`config.mk`:
```
export PLATFORM = sky130hd
export DESIGN_NAME = div_fx_seq
export DESIGN_NICKNAME = d
export VERILOG_FILES = /design/src/rtl/div_fx_seq.sv
export SDC_FILE = /design/constraint.sdc
export NUM_CORES = 1
export LEC_CHECK = 0
export BUFFER_PORTS_ARGS = -buffer_cell sky130_fd_sc_hd__buf_2
export CORE_UTILIZATION = 57
export DETAILED_ROUTE_END_ITERATION = 16
export PLACE_DENSITY = 0.84
export SYNTH_ARGS = -nofsm -noshare
export SYNTH_HDL_FRONTEND = slang
export SYNTH_SLANG_ARGS = --single-unit
```
`constraint.sdc`:
```
create_clock -name clk -period 3.3 [get_ports clk]
set_clock_uncertainty 0.05 [all_clocks]
set_input_delay 0.495 -clock clk [delete_from_list [all_inputs] [get_ports clk]]
set_output_delay 0.495 -clock clk [all_outputs]
set_load 0.02 [all_outputs]
```
`src/rtl/div_fx_seq.sv`:
```
// Sequential restoring divider giving a fixed-point quotient A*2^S/B as {Q,F},
// with an optional two's-complement mode, divide-by-zero and saturation flags.
module div_fx_seq #(
  parameter int M      = 8,
  parameter int S      = 8,
  parameter int SIGNED = 0
) (
  input  logic         clk,
  input  logic         rst_n,
  input  logic         st,
  input  logic [M-1:0] A,
  input  logic [S-1:0] B,
  output logic         busy,
  output logic         ok_div,
  output logic [M-1:0] Q,
  output logic [S-1:0] F,
  output logic         dz,
  output logic         ovf,
  output logic [1:0]   dbg_state
);

  localparam int W  = M + S;
  localparam int RW = M + 2 * S;
  localparam int CW = $clog2(W + 1);

  localparam logic [W-1:0] ALL_ONES = '1;
  localparam logic [W-1:0] MAX_POS  = {1'b0, {(W-1){1'b1}}};
  localparam logic [W-1:0] MIN_NEG  = {1'b1, {(W-1){1'b0}}};

  typedef enum logic [1:0] {
    IDLE = 2'd0,
    LOAD = 2'd1,
    ITER = 2'd2,
    FIN  = 2'd3
  } state_t;

  state_t state, state_nx;

  logic [RW-1:0] rem;
  logic [RW-1:0] dvr;
  logic [W-1:0]  qf;
  logic [CW-1:0] cnt;
  logic          a_neg;
  logic          r_neg;
  logic          b_zero;

  logic          accept;
  logic          iterate;
  logic          q_bit;
  logic          a_neg_in;
  logic          b_neg_in;
  logic [M-1:0]  a_mag;
  logic [S-1:0]  b_mag;
  logic [W-1:0]  res;
  logic          res_ovf;

  // Handshake: st is taken only while idle (busy=0); ok_div pulses for one
  // cycle alongside the new result, and st may be raised in that same cycle.
  assign accept   = st && (state == IDLE);
  assign iterate  = (state == LOAD) || (state == ITER);
  assign busy     = (state != IDLE);
  assign dbg_state = state;

  assign a_neg_in = (SIGNED != 0) && A[M-1];
  assign b_neg_in = (SIGNED != 0) && B[S-1];
  assign a_mag    = a_neg_in ? (~A + 1'b1) : A;
  assign b_mag    = b_neg_in ? (~B + 1'b1) : B;

  assign q_bit    = (rem >= dvr);

  always_ff @(posedge clk) begin
    if (!rst_n) begin
      state <= IDLE;
    end else begin
      state <= state_nx;
    end
  end

  // LOAD is resident for one cycle and already retires the first quotient
  // bit, so LOAD + ITER together perform exactly M+S iterations.
  always_comb begin
    state_nx = state;
    case (state)
      IDLE: if (st) state_nx = LOAD;
      LOAD: state_nx = ITER;
      ITER: if (cnt == CW'(W - 1)) state_nx = FIN;
      FIN:  state_nx = IDLE;
      default: state_nx = IDLE;
    endcase
  end

  always_ff @(posedge clk) begin
    if (!rst_n) begin
      rem    <= '0;
      dvr    <= '0;
      qf     <= '0;
      cnt    <= '0;
      a_neg  <= 1'b0;
      r_neg  <= 1'b0;
      b_zero <= 1'b0;
    end else if (accept) begin
      rem    <= RW'(a_mag) << S;
      dvr    <= RW'(b_mag) << (W - 1);
      qf     <= '0;
      cnt    <= '0;
      a_neg  <= a_neg_in;
      r_neg  <= a_neg_in ^ b_neg_in;
      b_zero <= (B == '0);
    end else if (iterate) begin
      rem <= q_bit ? (rem - dvr) : rem;
      dvr <= dvr >> 1;
      qf  <= {qf[W-2:0], q_bit};
      if (cnt != CW'(W)) cnt <= cnt + 1'b1;
    end
  end

  // A positive magnitude can reach 2^(W-1) only for A=-2^(M-1), B=-1.
  always_comb begin
    res     = qf;
    res_ovf = 1'b0;
    if (b_zero) begin
      if (SIGNED != 0) res = a_neg ? MIN_NEG : MAX_POS;
      else             res = ALL_ONES;
    end else if (SIGNED != 0) begin
      if (r_neg) begin
        res = ~qf + 1'b1;
      end else if (qf[W-1]) begin
        res     = MAX_POS;
        res_ovf = 1'b1;
      end
    end
  end

  always_ff @(posedge clk) begin
    if (!rst_n) begin
      ok_div <= 1'b0;
      Q      <= '0;
      F      <= '0;
      dz     <= 1'b0;
      ovf    <= 1'b0;
    end else begin
      ok_div <= (state == FIN);
      if (state == FIN) begin
        {Q, F} <= res;
        dz     <= b_zero;
        ovf    <= res_ovf;
      end
    end
  end

endmodule

```
==> run metrics <==
Hold Vio Cnt, Final=0; slew margin rel.=0.509; register area share after synthesis=0.365; Cell Chain, Critical Path=inv_1 > ha_1 > fa_1 > nand2b_1 > a21oi_1 > o211ai_1 > a31oi_4 > buf_4 > mux2i_1 > a21oi_1; most frequent CP cell=a21oi_1; Worst path slowest cell=fa_1; Final Cycle Share=0.890; end of the worst hold path=dvr[19]; clk sinks=approximately 90; critical path class=reg -> reg; Hold Buf Count CTS=0; Filler cells=a little over 700; yosys warns=0; Setup Buffers After CTS=0; hold slack=approximately 0.35 ns; Top Ports=41; initial antenna violation count=0; Critical Path RT=about 3.5 ns; routability-driven placement congestion ratio=around 0.93; placed cell area=slightly above 0.005 mm2; Clk Tree Root Cell=clkbuf_8; DRT iter0 DRCs=200; IO Port Bufs=39; unrepaired setup endpoints after global routing=false; GR Overflow Total=0; Clock transition at path regs=around 0.090 ns; total track usage=0.259; Leakage=about 2.2 nW; Psw=2.80 mW; power share of the clock group=0.133; final setup fails=0; slowest stage delay, CP=0.41 ns; Distinct cells, synth=between 50 and 60; P per Cell Area=1110 mW/mm2; Clock Tree Buf Depth=2; WL/cell=roughly 16 um; Hold WC Path Type=in -> reg; multi-input logic area=0.00282 mm2; utilization after layout=0.643; DRT Pass-1 Iters=5; R2R Setup Slk=between 0.3 and 0.4 ns; Die Ht=around 95 um; Critical Path Fanout Max=13; first-pass GRT wire length=between 15 and 20 mm; number of synthesized flops with an enable pin=0; DP Wirelength=slightly below 8 mm; Clock Latency Late Sink=roughly 0.36 ns; Storage cell area=0.00178 mm2; Tmin final=2.94 ns; vias in the first global route=about 3900; status=complete, no violations; fmax=0.340 GHz; setup TNS=0 ns; Syn Area/Cell=between 8 and 9 um2; crit end category=flop; Slew Viols, Final=0; post-synthesis instance area=0.00489 mm2; core outline area=just over 0.008 mm2; Power, Total=about 5.9 mW; DR vias/cell=slightly below 6; Die Area=around 0.0089 mm2; worst reg-to-reg path cell count=10; ys async rst share=0; min-delay src=B[4]; Worst R2R End=rem[11]; ant diodes=0; post-CTS resize count=0; layout cell share with drive strength beyond 1=0.137; Critical Path AT=~3.1 ns; Initial Util=0.592; Worst Tran Pin Value=~0.74 ns; Residual DRC=0; total wire length=around 11 mm; Seq pwr share=0.242; # nets final=~640; Area Growth Syn to Fin=8.73%; Power Internal=approximately 3.1 mW; Critical Path Start Type=flop; maxcap violations=0; Syn Inst Count=between 500 and 600; total number of vias=around 4200; register bit count reported by yosys=between 80 and 90; pin count of the biggest net entering global routing=47; switching share of total power=0.476; H-tree Lvls=3; combinational power share=0.624; row count=33; Peak VDD IR=between 0.4 and 0.5 mV; ys flop type=dfxtp_1; Final ANT Viol Nets=0; reg2reg start=rem[0]; die extent in x=94.6 um; syn_nets=620; CTS tree=built; hold depth=2; CTS Buf Count=9; cell area after layout=roughly 0.0053 mm2
==> area by class of cell <==
| class | instances | area share |
|---|---|---|
| Multi-Input combinational cell | 411 | 0.530 |
| Clock buffer | 10 | 0.0240 |
| Inverter | 36 | 0.0254 |
| Timing Repair Buffer | 45 | 0.0452 |
| Tap cell | 105 | 0.0247 |
| Clock inverter | 6 | 0.0151 |
| Sequential cell | 89 | 0.335 |
==> synthesized netlist by cell type (all sizes together), types with 2 or more instances <==
cell type / number / area (um2)
mux2i: 43 / 430
or3: 2 / 12.5
nor3: 4 / 25.0
inv: 36 / 135
clkbuf: 25 / 93.8
nor2b: 3 / 18.8
buf: 9 / 61.3
a311oi: 2 / 23.8
ha: 30 / 375
o21ai: 29 / 145
and3: 7 / 43.8
nor4: 5 / 31.3
o31ai: 4 / 30.0
nor2: 62 / 233
nand4: 9 / 56.3
a211oi: 9 / 67.6
nand2: 48 / 180
a21o: 7 / 52.6
nand3: 10 / 50.1
dfxtp: 89 / 1780
o211a: 7 / 70.1
a21boi: 5 / 37.5
o211ai: 13 / 97.6
or2: 2 / 12.5
xnor2: 8 / 70.1
nand2b: 7 / 43.8
xor2: 9 / 78.8
and2: 6 / 37.5
a21oi: 37 / 185
o22ai: 5 / 31.3
a221oi: 2 / 17.5
o221a: 16 / 180
a31oi: 7 / 58.8
==> cells by family (layout without fill, tap and decap cells) <==
family          Yosys count  count (layout)  share of synthesized area
flops                    89              89                      0.365
buf+inv                  70              97                     0.0594
fa+ha+maj                31              31                     0.0809
compound gates          150             150                      0.217
mux                      43              43                     0.0881
xor+xnor                 17              17                     0.0305
simple gates            169             169                      0.159
other cells               1               1                   0.000767
==> metrics by stage <==
step / setup slack (ns) / std cells
finish: 0.362 / 702
global placement: 0.590 / 686
global route: 0.129 / 702
floorplan: 0.807 / 570
detailed placement: 0.399 / 686
CTS: 0.367 / 702
==> state kept, by name, summed over array words and instances, names as in the netlist, 2 cells and up <==
name	cells
dbg_state	2
cnt	5
dvr	23
qf	16
rem	24
Q	8
F	8
==> cell usage in the layout, fill, tap and decap left out, types with 10 or more instances in the layout <==
cell      Yosys  routed
o221a_2      16      16
ha_1         30      29
mux2i_1      43      43
buf_2         4      39
nor2_1       62      62
o211ai_1     13      13
nand3_1      10      10
nand2_1      48      48
dfxtp_1      89      89
a21oi_1      37      37
inv_1        36      36
o21ai_0      29      29
==> worst max-delay path by stage <==
stage,slack (ns),startpoint,endpoint
floorplan,0.81,rem[0],rem[23]
global placement,0.59,rem[0],rem[10]
detailed placement,0.40,rem[0],rem[11]
CTS,0.37,rem[0],rem[11]
global route,0.13,rem[0],rem[8]
finish,0.36,rem[0],rem[11]
==> power by group through the flow <==
stage               clock [mW]  combinational, mW  sequential [mW]
floorplan                    0               2.87             1.47
global placement             0               3.55             1.44
detailed placement           0               3.61             1.45
CTS                      0.792               3.64             1.42
global route             0.835               4.07             1.45
finish                   0.785               3.67             1.43
==> critical path: cells and delay by family, from the launching register on <==
family | cells | cell delay, ns
AOI/OAI and AO/OA | 4 | 1.02
buffers and inverters | 2 | 0.34
adders and majority gates | 2 | 0.63
and+or+nand+nor | 1 | 0.20
DFF | 1 | 0.35
muxes | 1 | 0.22
==> routing by layer <==
metal / share of wire / global-route usage
met1: 0.47 / 0.336
met2: 0.48 / 0.431
met3: 0.036 / 0.0362
met4: 0.016 / 0.105
met5: 0 / 0
No activity file was read; power rests on OpenSTA's default activity.
